[src/rtl/pipe_hazard_ctrl.sv]
// Stall/flush/redirect sequencer for the 5-stage pipeline.
// Arbitrates cache-busy, load-use, divider, branch and exception events into
// per-stage write/flush strobes and a single PC redirect per cycle.
module pipe_hazard_ctrl #(
    parameter int unsigned DIV_CYCLES = 32,
    parameter logic [31:0] EXC_VECTOR = 32'hBFC00380
) (
    input  logic        clk,
    input  logic        rst,
    input  logic        icache_busy,
    input  logic        dcache_busy,
    input  logic        exe_is_load,
    input  logic [4:0]  exe_dst,
    input  logic [4:0]  id_rs,
    input  logic [4:0]  id_rt,
    input  logic        id_uses_rs,
    input  logic        id_uses_rt,
    input  logic        exe_div_start,
    input  logic        exe_br_taken,
    input  logic [31:0] exe_br_target,
    input  logic        mem_exc,
    input  logic        mem_eret,
    input  logic [31:0] cp0_epc,
    output logic        IF_PCWr,
    output logic        IF_IDWr,
    output logic        ID_EXEWr,
    output logic        EXE_MEMWr,
    output logic        MEM_WBWr,
    output logic        IFID_Flush,
    output logic        IDEXE_Flush,
    output logic        EXEMEM_Flush,
    output logic        MEMWB_Flush,
    output logic        redirect_valid,
    output logic [31:0] redirect_pc,
    output logic        div_busy
);

    localparam int unsigned CNT_W = (DIV_CYCLES > 2) ? $clog2(DIV_CYCLES) : 1;

    typedef enum logic {
        ST_RUN = 1'b0,
        ST_DIV = 1'b1
    } state_e;

    state_e             state_q, state_d;
    logic [CNT_W-1:0]   cnt_q, cnt_d;
    logic               div_done_q, div_done_d;
    logic               pend_v_q, pend_v_d;
    logic [31:0]        pend_pc_q, pend_pc_d;

    logic exc;
    logic load_use;
    logic div_req;

    assign exc      = mem_exc | mem_eret;
    assign load_use = exe_is_load && (exe_dst != 5'd0) &&
                      ((id_uses_rs && (id_rs == exe_dst)) ||
                       (id_uses_rt && (id_rt == exe_dst)));
    assign div_req  = (state_q == ST_DIV) || (exe_div_start && !div_done_q);

    // Hazard arbitration, redirect selection and next-state computation.
    always_comb begin
        IF_PCWr        = 1'b1;
        IF_IDWr        = 1'b1;
        ID_EXEWr       = 1'b1;
        EXE_MEMWr      = 1'b1;
        MEM_WBWr       = 1'b1;
        IFID_Flush     = 1'b0;
        IDEXE_Flush    = 1'b0;
        EXEMEM_Flush   = 1'b0;
        MEMWB_Flush    = 1'b0;
        redirect_valid = 1'b0;
        redirect_pc    = 32'd0;
        div_busy       = 1'b0;
        state_d        = state_q;
        cnt_d          = cnt_q;
        div_done_d     = div_done_q;
        pend_v_d       = pend_v_q;
        pend_pc_d      = pend_pc_q;

        if (exc) begin
            IFID_Flush   = 1'b1;
            IDEXE_Flush  = 1'b1;
            EXEMEM_Flush = 1'b1;
            state_d      = ST_RUN;
            cnt_d        = '0;
            div_done_d   = 1'b0;
        end else if (dcache_busy) begin
            IF_PCWr     = 1'b0;
            IF_IDWr     = 1'b0;
            ID_EXEWr    = 1'b0;
            EXE_MEMWr   = 1'b0;
            MEMWB_Flush = 1'b1;
        end else if (div_req) begin
            IF_PCWr      = 1'b0;
            IF_IDWr      = 1'b0;
            ID_EXEWr     = 1'b0;
            EXE_MEMWr    = 1'b0;
            EXEMEM_Flush = 1'b1;
            div_busy     = 1'b1;
            // Counter only runs on cycles that actually stall for the divider
            if (state_q == ST_RUN) begin
                state_d = ST_DIV;
                cnt_d   = CNT_W'(DIV_CYCLES - 2);
            end else if (cnt_q == '0) begin
                state_d    = ST_RUN;
                div_done_d = 1'b1;
            end else begin
                cnt_d = CNT_W'(cnt_q - 1'b1);
            end
        end else if (load_use) begin
            IF_PCWr     = 1'b0;
            IF_IDWr     = 1'b0;
            IDEXE_Flush = 1'b1;
        end else if (icache_busy) begin
            IF_PCWr    = 1'b0;
            IFID_Flush = 1'b1;
        end

        // The DIV/DIVU leaving EXE re-arms the start detector
        if (EXE_MEMWr) begin
            div_done_d = 1'b0;
        end

        // Exceptions always redirect at once (IF_PCWr is 1) and drop any pending branch
        if (exc) begin
            redirect_valid = 1'b1;
            redirect_pc    = mem_exc ? EXC_VECTOR : cp0_epc;
            pend_v_d       = 1'b0;
        end else if (exe_br_taken && EXE_MEMWr) begin
            IFID_Flush = 1'b1;
            if (IF_PCWr) begin
                redirect_valid = 1'b1;
                redirect_pc    = exe_br_target;
                pend_v_d       = 1'b0;
            end else begin
                pend_v_d  = 1'b1;
                pend_pc_d = exe_br_target;
            end
        end else if (pend_v_q && IF_PCWr) begin
            redirect_valid = 1'b1;
            redirect_pc    = pend_pc_q;
            IFID_Flush     = 1'b1;
            pend_v_d       = 1'b0;
        end

        if (rst) begin
            IF_PCWr        = 1'b0;
            IF_IDWr        = 1'b0;
            ID_EXEWr       = 1'b0;
            EXE_MEMWr      = 1'b0;
            MEM_WBWr       = 1'b0;
            IFID_Flush     = 1'b1;
            IDEXE_Flush    = 1'b1;
            EXEMEM_Flush   = 1'b1;
            MEMWB_Flush    = 1'b1;
            redirect_valid = 1'b0;
            redirect_pc    = 32'd0;
            div_busy       = 1'b0;
        end
    end

    // State, divider counter and pending-redirect registers.
    always_ff @(posedge clk or posedge rst) begin
        if (rst) begin
            state_q    <= ST_RUN;
            cnt_q      <= '0;
            div_done_q <= 1'b0;
            pend_v_q   <= 1'b0;
            pend_pc_q  <= 32'd0;
        end else begin
            state_q    <= state_d;
            cnt_q      <= cnt_d;
            div_done_q <= div_done_d;
            pend_v_q   <= pend_v_d;
            pend_pc_q  <= pend_pc_d;
        end
    end

endmodule
[config.mk]
export PLATFORM = sky130hd
export DESIGN_NAME = pipe_hazard_ctrl
export DESIGN_NICKNAME = d
export VERILOG_FILES = /design/src/rtl/pipe_hazard_ctrl.sv
export SDC_FILE = /design/constraint.sdc
export NUM_CORES = 1
export LEC_CHECK = 0
export CORE_AREA = 3 3 85 103
export CTS_CLUSTER_DIAMETER = 120
export DETAILED_ROUTE_END_ITERATION = 16
export DIE_AREA = 0 0 88 106
export GPL_TIMING_DRIVEN = 0
export PLACE_DENSITY_LB_ADDON = 0.12
export SYNTH_ARGS = -nofsm -noshare
export SYNTH_HDL_FRONTEND = slang
export SYNTH_SLANG_ARGS = --single-unit
export TNS_END_PERCENT = 100
[constraint.sdc]
create_clock -name clk -period 4.3 [get_ports clk]
set_clock_uncertainty 0.05 [all_clocks]
set_input_delay 0.645 -clock clk [delete_from_list [all_inputs] [get_ports clk]]
set_output_delay 0.645 -clock clk [all_outputs]
set_load 0.01 [all_outputs]
## Word-level counts from Yosys, hierarchy flattened

Index checks and enable logic that the tools add are counted.

| cells by class | value |
|---|---|
| add/subtract/negate cells | 1 |
| eq/ne operators | 5 |
| muxes and demuxes | 70 |
| bitwise operators | 3 |
| reduce and logical (&&, ||, !) cells | 21 |

Operators by type and width:

| cell | number |
|---|---|
| $mux 32 | 6 |
| $mux 1 | 59 |
| $mux 5 | 5 |
| $reduce_bool 3->1 | 4 |
| $eq 5x5->1 | 2 |
| $logic_and 1x1->1 | 7 |
| $reduce_and 3->1 | 2 |
| $logic_not 5->1 | 1 |
| $reduce_bool 5->1 | 1 |
| $sub 5x1->5 const B | 1 |
| $reduce_and 4->1 | 1 |
| $ne 3x1->1 const B | 1 |
| $ne 3x3->1 const B | 1 |
| $logic_or 1x1->1 | 2 |
| $ne 2x1->1 const B | 1 |
| $not 1->1 | 2 |
| $reduce_and 2->1 | 1 |
| $reduce_bool 2->1 | 1 |
| $logic_not 1->1 | 1 |
| $or 1x1->1 | 1 |

| word-level totals | value |
|---|---|
| flip-flop bits (word level) | 40 |
| output and inout bits | 43 |
| word-level logic and storage cells | 105 |

## Logic depth before layout (Yosys ltp)

| logic depth | value |
|---|---|
| depth in word-level cells | 13 |
| mapped depth | 7 |

## Worst setup path after synthesis

Ideal clock, no wire load.

| timing path | value |
|---|---|
| path kind | in2out |
| from | in rst |
| to | out MEMWB_Flush |
| data arrival time | 2.139 ns |
| required time | 3.605 ns |
| setup slack | 1.466 ns |
| cell stages on the path | 3 |
| cells stage by stage | clkbuf_1 -> inv_1 -> o21ai_0 |

| between the ends | value |
|---|---|
| word-level cells in the longest chain between the ends | 1 |

RTL lines:

| what | line | text |
|---|---|---|
| start: declaration | 9 | `input logic rst,` |
| $mux 1 | 147 | `if (rst) begin` |
| end: declaration | 32 | `output logic MEMWB_Flush,` |

Every way passes these cells.

## Worst setup path in the final report

| timing path | value |
|---|---|
| from | in exe_div_start |
| to | out redirect_pc[18] |

| between the ends | value |
|---|---|
| word-level cells in the longest chain between the ends | 10 |
| elaborated cells between the ends (all ways) | 15 |
| classes of those cells | mux: 11; reduce/logical: 4 |

RTL lines:

| what | line | text |
|---|---|---|
| start: declaration | 18 | `input logic exe_div_start,` |
| $logic_and 1x1->1 * | 59 | `assign div_req = (state_q == ST_DIV) \|\| (exe_div_start && !div_done_q);` |
| $logic_or 1x1->1 * | 59 |  |
| $mux 1 | 94 | `end else if (div_req) begin` |
| $mux 1 | 88 | `end else if (dcache_busy) begin` |
| $mux 1 | 81 | `if (exc) begin` |
| $logic_and 1x1->1 | 140 | `end else if (pend_v_q && IF_PCWr) begin` |
| $mux 32 | 140 |  |
| $mux 32 * | 130 | `end else if (exe_br_taken && EXE_MEMWr) begin` |
| $mux 32 * | 126 | `if (exc) begin` |
| $mux 32 * | 147 |  |
| end: declaration | 34 | `output logic [31:0] redirect_pc,` |

Every way passes the cells marked *; elsewhere a longest branch is shown, timed or not.

==> metrics.csv <==
stage,metric,value,unit
power,Sw Share,0.331,
finish,"most common cell after layout, fill and taps aside",clkdlybuf4s50_1,
critical_path,reg-to-reg endpoint,pend_pc_q[9],
critical_path,critical path class,in -> out,
critical_path,crit start category,primary input,
place,port bufs,129,
finish,layout cell share with drive strength beyond 1,0.0955,
worst_hold_path,HP Class,in -> async,
detailed_routing,residual DRC count,0,
finish,Final Util,0.710,
critical_path,CP Data Arrival Time,3460,ps
place,Placed Area,5410,um2
place,GP Congestion,0.917,
clock_tree,"Clk pin slew, worst setup/hold paths",80,ps
clock_tree,Sinks on Clock Net,40,
timing,post-route setup TNS,0,ps
detailed_routing,Initial DRC Count,458,
global_routing,total congestion overflow,0,
clock_tree,CTS resizes,0,
timing,Tightest Pin Transition,696,ps
timing,achievable clock frequency,241,MHz
finish,most frequent cells in the layout,"clkdlybuf4s50_1 (129), nand2_1 (67), nand3_1 (64), nor2b_1 (52), dfrtp_1 (40)",
critical_path,Crit Path Max Fanout,10,
floorplan,Starting Density,0.514,
finish,fill cell count,597,
critical_path,reg2reg start,state_q,
floorplan,die width,88,um
detailed_routing,vias per inst,6.43,
logic_synthesis,"Net Count, Synth",603,
timing,Fin. Hold Viols,0,
logic_synthesis,"EDFF count, synth",0,
floorplan,Die Y,106,um
critical_path,endpoint type of the worst setup path,output pin,
logic_synthesis,Synth cell types,48,
critical_path,R2R depth,5,
power,switching power total,343,uW
clock_tree,Num CTS Buffers,5,
floorplan,Die ar.,9330,um2
timing,RSZ-0062 raised after global routing,no,
power,Clk network pwr share,0.270,
logic_synthesis,#FFs+latches synth,40,
floorplan,Ports,133,
power,Int Power,693,uW
global_routing,All-Layer GR Usage,0.300,
detailed_routing,WL final,14200,um
clock_tree,CTS hold repair buffers,0,
logic_synthesis,Syn Std Cell Area,3990,um2
finish,area of the multi-input gates,2680,um2
timing,Final Cycle Share,0.966,
timing,Slew headroom,0.533,
floorplan,num rows,35,
global_routing,largest net degree at the start of global routing,25,
timing,Final min period,4150,ps
finish,register area,1000,um2
clock_tree,Root Driver,clkbuf_8,
power,sequential share of power,0.375,
finish,Final Instance Area,5500,um2
detailed_routing,final antenna-violating net count,0,
clock_tree,setup bufs post-CTS,0,
power,power density over the cells,188,nW/um2
critical_path,flop2flop setup slack,1980,ps
timing,fin worst setup slack,148,ps
clock_tree,number of buffers on the longest clock path,2,
place,dpl hpwl,10400,um
finish,nets@finish,740,
global_routing,initial antenna violation count,0,
logic_synthesis,"Avg Cell Area, Syn",7.80,um2
critical_path,Worst Path Required,3610,ps
finish,n_diodes,0,
logic_synthesis,"Seq/Total Area, Yosys",0.251,
logic_synthesis,main flop type after synthesis,dfrtp_1,
logic_synthesis,cell count after synthesis,511,
place,Place WS,179,ps
clock_tree,clk_lat worst skew,300,ps
run,max cap viols,0,
finish,P&R area growth vs syn,38.0,%
logic_synthesis,asr flop ratio synth,1.00,
logic_synthesis,Synth Warn #,0,
status,status,finished clean,
power,Max IR drop VDD,136,uV
detailed_routing,Routed WL per cell,19.2,um
timing,fin. max-slew vios,0,
clock_tree,CTS tree,done,
clock_tree,CTS H-tree depth,2,
timing,Final setup viols,0,
power,Comb pwr share,0.355,
global_routing,first-pass GRT wire length,22700,um
floorplan,core box area,7750,um2
detailed_routing,DR vias,4763,
power,P_leak,0.00196,uW
global_routing,vias in the first global route,4777,
detailed_routing,number of detailed-route iterations in the first pass,6,
## cells in the mapped netlist, drive strengths merged (3+ instances only)
library cell  number  share of area
nand2             67          0.063
nand3             64          0.080
nor2b             53          0.084
dfrtp             40           0.25
clkbuf            35          0.033
a21oi             34          0.043
and3              33          0.052
o211ai            33          0.062
a221oi            32          0.070
a311oi            23          0.082
buf               22          0.038
a21o              13          0.024
nor2               9         0.0091
xor2               8          0.018
o21ai              7         0.0097
inv                6         0.0056
nor3               6         0.0075
nor4               3         0.0085
## sequential cells by signal (all words and copies together) (netlist names)
signal,count
div_done_q,1
pend_v_q,1
pend_pc_q,32
state_q,1
cnt_q,5
## power by group through the flow
| stage | combinational, uW | sequential [uW] | clock [uW] |
|---|---|---|---|
| 6_report | 368 | 389 | 280 |
| 5_1_grt | 394 | 390 | 291 |
| 4_1_cts | 365 | 389 | 276 |
| 3_5_place_dp | 363 | 396 | 0 |
| 3_3_place_gp | 352 | 396 | 0 |
| 2_1_floorplan | 178 | 395 | 0 |
## area by class of cell
class                           count  share of cell area
Buffer                             57              0.0512
Clock buffer                        8              0.0164
Multi-Input combinational cell    408               0.487
Inverter                            6             0.00409
Timing Repair Buffer              130               0.238
Sequential cell                    40               0.182
Tap cell                           92              0.0209
## worst max-delay path by stage
stage                        startpoint              end  slack (ps)  cells after the start
after floorplan                     rst      MEMWB_Flush        1470                      3
after global placement    exe_div_start  redirect_pc[30]         220                      8
after detailed placement  exe_div_start  redirect_pc[30]         180                      8
after CTS                 exe_div_start  redirect_pc[30]         170                      8
after global routing      exe_div_start  redirect_pc[18]          20                      8
final                     exe_div_start  redirect_pc[18]         150                      8
## critical path, cell delays in order
cell and delay (ps):
clkdlybuf4s50_1 460, nor2b_2 340, or4b_1 180, clkbuf_1 250, clkbuf_1 510, nand3_1 170
a311oi_2 320, clkdlybuf4s50_1 580
## metrics by stage
step | hold slack [ps] | total power (uW) | cells
6_report | 442 | 1040 | 741
5_1_grt | 473 | 1070 | 741
4_1_cts | 457 | 1030 | 741
3_5_place_dp | 444 | 759 | 733
3_3_place_gp | 431 | 747 | 732
2_1_floorplan | 411 | 573 | 511
## cell families after synthesis
group,count (synthesis),share of synthesized area
AND/OR/NAND/NOR,246,0.330
adder cells (fa/ha/maj),2,0.00628
buffers and inverters,63,0.0763
XOR/XNOR,10,0.0220
AO/OA/AOI/OAI,150,0.315
flip-flops,40,0.251
## routing by layer
metal | routed length (um) | track usage
met5 | 0 | 0
met4 | 301 | 0.103
met3 | 1380 | 0.0488
met2 | 7240 | 0.526
met1 | 5320 | 0.363
(Power assumes the default switching activity.)
